==> config.mk <==
export PLATFORM = sky130hd
export DESIGN_NAME = modulo_demux1_8_tdm
export DESIGN_NICKNAME = d
export VERILOG_FILES = /design/src/rtl/modulo_demux_pkg.sv /design/src/rtl/modulo_decoder3_8.sv /design/src/rtl/modulo_demux1_8_tdm.sv
export SDC_FILE = /design/constraint.sdc
export NUM_CORES = 1
export LEC_CHECK = 0
export BUFFER_PORTS_ARGS = -buffer_cell sky130_fd_sc_hd__buf_2
export CORE_AREA = 5 5 64 66
export CTS_BUF_LIST = sky130_fd_sc_hd__clkbuf_8
export DETAILED_ROUTE_END_ITERATION = 8
export DIE_AREA = 0 0 69 71
export GPL_TIMING_DRIVEN = 1
export MAX_ROUTING_LAYER = met4
export PLACE_DENSITY = 0.63
export SLEW_MARGIN = 20
export SYNTH_ARGS = -nofsm -noshare
export SYNTH_HDL_FRONTEND = slang
export SYNTH_SLANG_ARGS = --single-unit
export TNS_END_PERCENT = 50
==> constraint.sdc <==
create_clock -name clk -period 3.6 [get_ports clk]
set_input_delay 0.54 -clock clk [delete_from_list [all_inputs] [get_ports clk]]
set_output_delay 0.54 -clock clk [all_outputs]
set_load 0.02 [all_outputs]
==> src/rtl/modulo_demux_pkg.sv <==
// modulo_demux_pkg: shared state encoding and slot constants for the 1:8 TDM demux
package modulo_demux_pkg;
    localparam int SLOTS  = 8;
    localparam int SLOT_W = $clog2(SLOTS);
    typedef enum logic {
        IDLE = 1'b0,
        RECV = 1'b1
    } state_e;
endpackage

==> src/rtl/modulo_decoder3_8.sv <==
// modulo_decoder3_8: 3-bit binary select to one-hot 8 write enable
module modulo_decoder3_8
    import modulo_demux_pkg::*;
(
    input  logic [SLOT_W-1:0] sel,
    output logic [SLOTS-1:0]  onehot
);
    assign onehot = {{(SLOTS-1){1'b0}}, 1'b1} << sel;
endmodule

==> src/rtl/modulo_demux1_8_tdm.sv <==
// modulo_demux1_8_tdm: serial TDM frame or direct-addressed 1:8 demux with registered outputs
module modulo_demux1_8_tdm
    import modulo_demux_pkg::*;
(
    input  logic       clk,
    input  logic       rst_n,
    input  logic       in,
    input  logic       in_valid,
    input  logic       frame_start,
    input  logic       mode,
    input  logic [2:0] input_sel,
    output logic       A,
    output logic       B,
    output logic       C,
    output logic       D,
    output logic       E,
    output logic       F,
    output logic       G,
    output logic       H,
    output logic       frame_valid,
    output logic       busy,
    output logic       frame_err
);
    state_e            state_q, state_d;
    logic [SLOT_W-1:0] slot_q, slot_d, sel;
    logic [SLOTS-1:0]  shadow_q, shadow_d, out_q, out_d, wen, merged;
    logic              fv_q, fv_d, fe_q, fe_d, busy_q, busy_d, start;

    assign start = in_valid & frame_start;
    // a restart always lands in slot 0, even mid-frame
    assign sel   = mode ? input_sel : (start ? '0 : slot_q);

    modulo_decoder3_8 u_dec (
        .sel    (sel),
        .onehot (wen)
    );

    assign merged = (shadow_q & ~wen) | (wen & {SLOTS{in}});

    always_comb begin
        state_d  = state_q;
        slot_d   = slot_q;
        shadow_d = shadow_q;
        out_d    = out_q;
        fv_d     = 1'b0;
        fe_d     = 1'b0;
        if (mode) begin
            if (state_q == RECV) begin
                fe_d    = 1'b1;
                state_d = IDLE;
                slot_d  = '0;
            end
            if (in_valid) out_d = (out_q & ~wen) | (wen & {SLOTS{in}});
        end else if (start) begin
            fe_d     = (state_q == RECV);
            shadow_d = merged;
            slot_d   = SLOT_W'(1);
            state_d  = RECV;
        end else if (state_q == RECV && in_valid) begin
            shadow_d = merged;
            slot_d   = slot_q + SLOT_W'(1);
            if (slot_q == SLOT_W'(SLOTS - 1)) begin
                out_d   = merged;
                state_d = IDLE;
                fv_d    = 1'b1;
            end
        end
        busy_d = (state_d == RECV);
    end

    always_ff @(posedge clk or negedge rst_n) begin
        if (!rst_n) begin
            state_q  <= IDLE;
            slot_q   <= '0;
            shadow_q <= '0;
            out_q    <= '0;
            fv_q     <= 1'b0;
            fe_q     <= 1'b0;
            busy_q   <= 1'b0;
        end else begin
            state_q  <= state_d;
            slot_q   <= slot_d;
            shadow_q <= shadow_d;
            out_q    <= out_d;
            fv_q     <= fv_d;
            fe_q     <= fe_d;
            busy_q   <= busy_d;
        end
    end

    assign {H, G, F, E, D, C, B, A} = out_q;
    assign frame_valid = fv_q;
    assign frame_err   = fe_q;
    assign busy        = busy_q;
endmodule

; ---- Yosys cells after proc, flatten, opt, wreduce, memory -nomap -nowiden
; Index checks and enable logic that the tools add are counted.
[word_totals]
regBits = 22
output_inout_bits = 11
word_cells = 54
[classes]
addsub = 1
n_eq_ne = 4
n_shift = 1
n_mux = 24
bitwise = 8
reduce_logical = 10
[ops]
columns = operator, count
row1 = two-way mux 8 bit, 7
row2 = bitwise AND 8 bit, 3
row3 = two-way mux 3 bit, 6
row4 = OR 8 bit, 2
row5 = two-way mux 1 bit, 11
row6 = inverter 8 bit, 1
row7 = "left shift 1 x 3 -> 8 bit, first input constant", 1
row8 = AND reduction 2 bit, 3
row9 = nonzero test 2 bit, 3
row10 = nonzero test 3 bit, 2
row11 = "!= test 2 bit, second input constant", 2
row12 = AND reduction 4 bit, 1
row13 = "adder 3 x 1 -> 3 bit, second input constant", 1
row14 = "== test 3 bit, second input constant", 1
row15 = "!= test 2 x 1 -> 1 bit, second input constant", 1
row16 = bitwise AND 1 bit, 1
row17 = logical AND 1 bit, 1
row18 = inverter 1 bit, 1

; ---- Longest topological paths before layout
[logic_depth]
ltp_word = 11
mapped_depth = 7

; ---- Modules after synthesis
; Synthesis repeated with hierarchy kept, for this count alone.
[unflattened]
cells_unflattened = 122
area_unflattened_um2 = 1282.5
[modules_own_cells]
columns = mod, instances, cells_per_inst, area_per_inst_um2, seq_area_each_um2
row1 = modulo_demux1_8_tdm, 1, 114, 1217.4, 550.5
row2 = modulo_decoder3_8, 1, 8, 65.1, 0.0

; ---- Least setup slack after synthesis
; Ideal clock, no wire load.
[synth_path]
path_type = input port to flip-flop
start = input port in_valid
end = register shadow_q[4]
setup_time_ps = 125
arrival_time_ps = 1588
required_time_ps = 3475
slack_ps = 1887
path_stages = 6
cell_sequence = buf_4 > nand2_4 > a22o_1 > buf_6 > nor3_2 > mux2_2
[synth_via]
elab_chain_len = 9
elab_cells_between_ends = 13
classes_between = shift (1) / mux (4) / bitwise (5) / reduce/logical (3)
[synth_rtl]
columns = element, line
row1 = from (decl), modulo_demux1_8_tdm.sv:8  ; input logic in_valid,
row2 = bitwise AND 1 bit, modulo_demux1_8_tdm.sv:29  ; assign start = in_valid & frame_start;
row3 = two-way mux 3 bit (2 in a row), modulo_demux1_8_tdm.sv:31  ; assign sel = mode ? input_sel : (start ? '0 : slot_q);
row4 = left shift 1 x 3 -> 8 bit, modulo_decoder3_8.sv:8  ; assign onehot = {{(SLOTS-1){1'b0}}, 1'b1} << sel;
row5 = inverter 8 bit, modulo_demux1_8_tdm.sv:38  ; assign merged = (shadow_q & ~wen) | (wen & {SLOTS{in}});
row6 = bitwise AND 8 bit, modulo_demux1_8_tdm.sv:38
row7 = OR 8 bit, modulo_demux1_8_tdm.sv:38
row8 = two-way mux 8 bit, modulo_demux1_8_tdm.sv:59  ; end else if (state_q == RECV && in_valid) begin
row9 = two-way mux 8 bit, modulo_demux1_8_tdm.sv:54  ; end else if (start) begin
row10 = to (signal assigned), modulo_demux1_8_tdm.sv:83  ; shadow_q <= shadow_d;
row11 = to (decl), modulo_demux1_8_tdm.sv:26  ; logic [SLOTS-1:0] shadow_q, shadow_d, out_q, out_d, wen, merged;
; Several ways; a longest one is shown, not always the timed one. The select of a mux whose other input is x is not followed.
; A chain may end at the register's enable or synchronous reset.

==> impl_metrics.toml <==
[worst_setup_path]
slowest_stage = "nor2b_1"
crit_chain = "ha_1, ha_1, nand3b_1, a21boi_2, nor2b_1, a311oi_1"
critical_path_class = "flop to flop"
worstPathRequired_ps = 3710
end_kind = "flop"
max_stage_delay_ps = 520
crit_path_frequent_cell = "ha_1"
crit_arrival_ps = 2280
reg2reg_depth = 6
cp-start-kind = "flop"
critPathMaxFanout = 9

[timing]
final.setup_skew_ps = 6.58
max_freq_mhz = 462
final.min_clock_period_ps = 2160
slew_viol_final = 0
max_slew_margin = 0.621
tightest_slew_ps = 569
setup_tns_ps = 0
hold_viol = 0
fin_crit_sh = 0.601
finalSetupViolations = 0
grt_setup_unrepaired = "no"

[cells_and_area]
diodes = 0
final_common_cell = "dfrtp_1"
final_cell_mix = "dfrtp_1 (22), buf_2 (19), a311oi_1 (13)"
fillers = 362
nets = 155
areaGrowthSynthToFinish_pct = 11.4
layout-drive-gt1-share = 0.259

[power_and_ir_drop]
power.switching_w = 0.000197
combPwrFrac = 0.219
clkPwrFrac = 0.295
leakage_nw = 0.596
p_sw_frac = 0.315
power.internal_w = 0.000429
vdd_drop_max_mv = 0.142
power_frac_seq = 0.485
power_w = 0.000626
powerDensity_nw_per_um2 = 429

[logic_synthesis]
async_flop_share = 1.00
synth_ff_type = "dfrtp_1"
synth_edf_count = 0
synth_fp_nets = 139
syn_area_um2 = 1310
synth.distinct_cells = 33
syn_inst = 128
synth_seq_cells = 22
syn_area_per_cell_um2 = 10.2
yosys_warnings = 0
yosysSeqAreaShare = 0.420

[clock_network]
clk_latency_ps = 270
cts_resized = 0
clkTransAtPathRegs_ps = 90
holdBufCountCts = 0
cts-root-buf = "clkbuf_8"
clock_sinks = 22
cts_setup_buffers = 0
cts_tree = "yes"
cts_buffers = 3
cts_buffer_depth = 2
h-tree-depth = 1

[run_status]
status = "complete, no violations"

[drt]
vias_per_cell = 5.77
vias = 1103
drtIter0Drc = 70
drc_errors = 0
drt-total-wl_um = 3180
first_pass_iters = 4
antenna_left = 0
wl_per_cell_um = 16.6

[job]
max-cap-violations = 0

[placement]
dpl.hpwl_um = 2360
gp_congestion = 0.851
portBuffers = 19

[floorplanning]
core-area_um2 = 3520
die_area_um2 = 4900
ios = 20
core.rowCount = 22
start_util = 0.372
dieWidth_um = 69
die_y_um = 71

[worst_hold_path]
hold_class = "primary input to async pin"

[global_route]
grt_pass1_vias = 1084
track_usage = 0.136
grt_antenna_before_repair = 0
grt_overflow_total = 0
grt_max_degree = 23
grt_pass1_wl_um = 5260
-- area by class of cell --
cell class	instances	area, µm²	share of cell area
Multi-Input combinational cell	94	683	0.468
Sequential cell	22	551	0.377
Timing Repair Buffer	19	95.1	0.0652
Tap cell	48	60.1	0.0412
Clock buffer	4	55.1	0.0377
Inverter	4	15.0	0.0103
-- power groups by stage --
stage / logic [W] / registers [W] / clock network, W
after floorplan: 0.0000834 / 0.000316 / 0
after detailed placement: 0.000138 / 0.000308 / 0
final: 0.000137 / 0.000304 / 0.000185
after global routing: 0.000151 / 0.000307 / 0.000196
after CTS: 0.000139 / 0.000303 / 0.000186
after global placement: 0.000133 / 0.000306 / 0
-- synth_stat cells (all sizes together), types with 3 or more instances --
| library cell | number | area, µm² |
|---|---|---|
| nor2 | 5 | 18.8 |
| o21ai | 7 | 35.0 |
| buf | 6 | 53.8 |
| dfrtp | 22 | 551 |
| a21oi | 11 | 55.1 |
| a22oi | 3 | 37.5 |
| nand2 | 8 | 37.5 |
| a22o | 3 | 26.3 |
| nor2b | 7 | 43.8 |
| mux2 | 8 | 90.1 |
| nor3 | 10 | 65.1 |
| a311oi | 13 | 114 |
| inv | 4 | 15.0 |
-- kinds of logic after synthesis --
logic type,synth area share
compound gates,0.270
simple gates,0.163
flops,0.420
buf+inv,0.0583
mux,0.0688
fa+ha+maj,0.0191
-- critical path: cells and delay by family, from the launching register on --
kind	cells	cell delay, ps
and+or+nand+nor	2	630
AOI/OAI and AO/OA	2	540
DFF	1	420
adders and majority gates	2	410
-- routing by layer --
metal | vias to the layer above | global-route usage | part of all wire
met1 | 547 | 0.172 | 0.45
li1 | 519 | - | -
met5 | - | - | 0
met3 | 7 | 0.0185 | 0.046
met4 | 0 | 0.0651 | 0.022
met2 | 30 | 0.214 | 0.49
-- metrics by stage --
| step | setup WS [ps] | instance area, µm² | utilization | hold WS (ps) | cells |
|---|---|---|---|---|---|
| floorplan | 1890 | 1310 | - | 244 | 128 |
| global placement | 1500 | 1400 | 0.398 | 468 | 187 |
| detailed placement | 1360 | 1400 | 0.398 | 479 | 187 |
| CTS | 1470 | 1460 | 0.414 | 248 | 191 |
| global route | 1300 | 1460 | 0.414 | 281 | 191 |
| finish | 1440 | 1460 | 0.414 | 226 | 191 |
-- path summary, 6_finish.rpt --
kind	end	startpoint	slack [ps]
setup / recovery	flop	slot_q[0]	1440
hold / removal	slot_q[0]	rst_n	230
setup reg to reg	flop	slot_q[0]	1440
hold reg to reg	shadow_q[5]	shadow_q[5]	490
max in group asynchronous	async pin	rst_n	3020
min in group clk	shadow_q[5]	shadow_q[5]	490
Power figures use the tool's default switching activity.
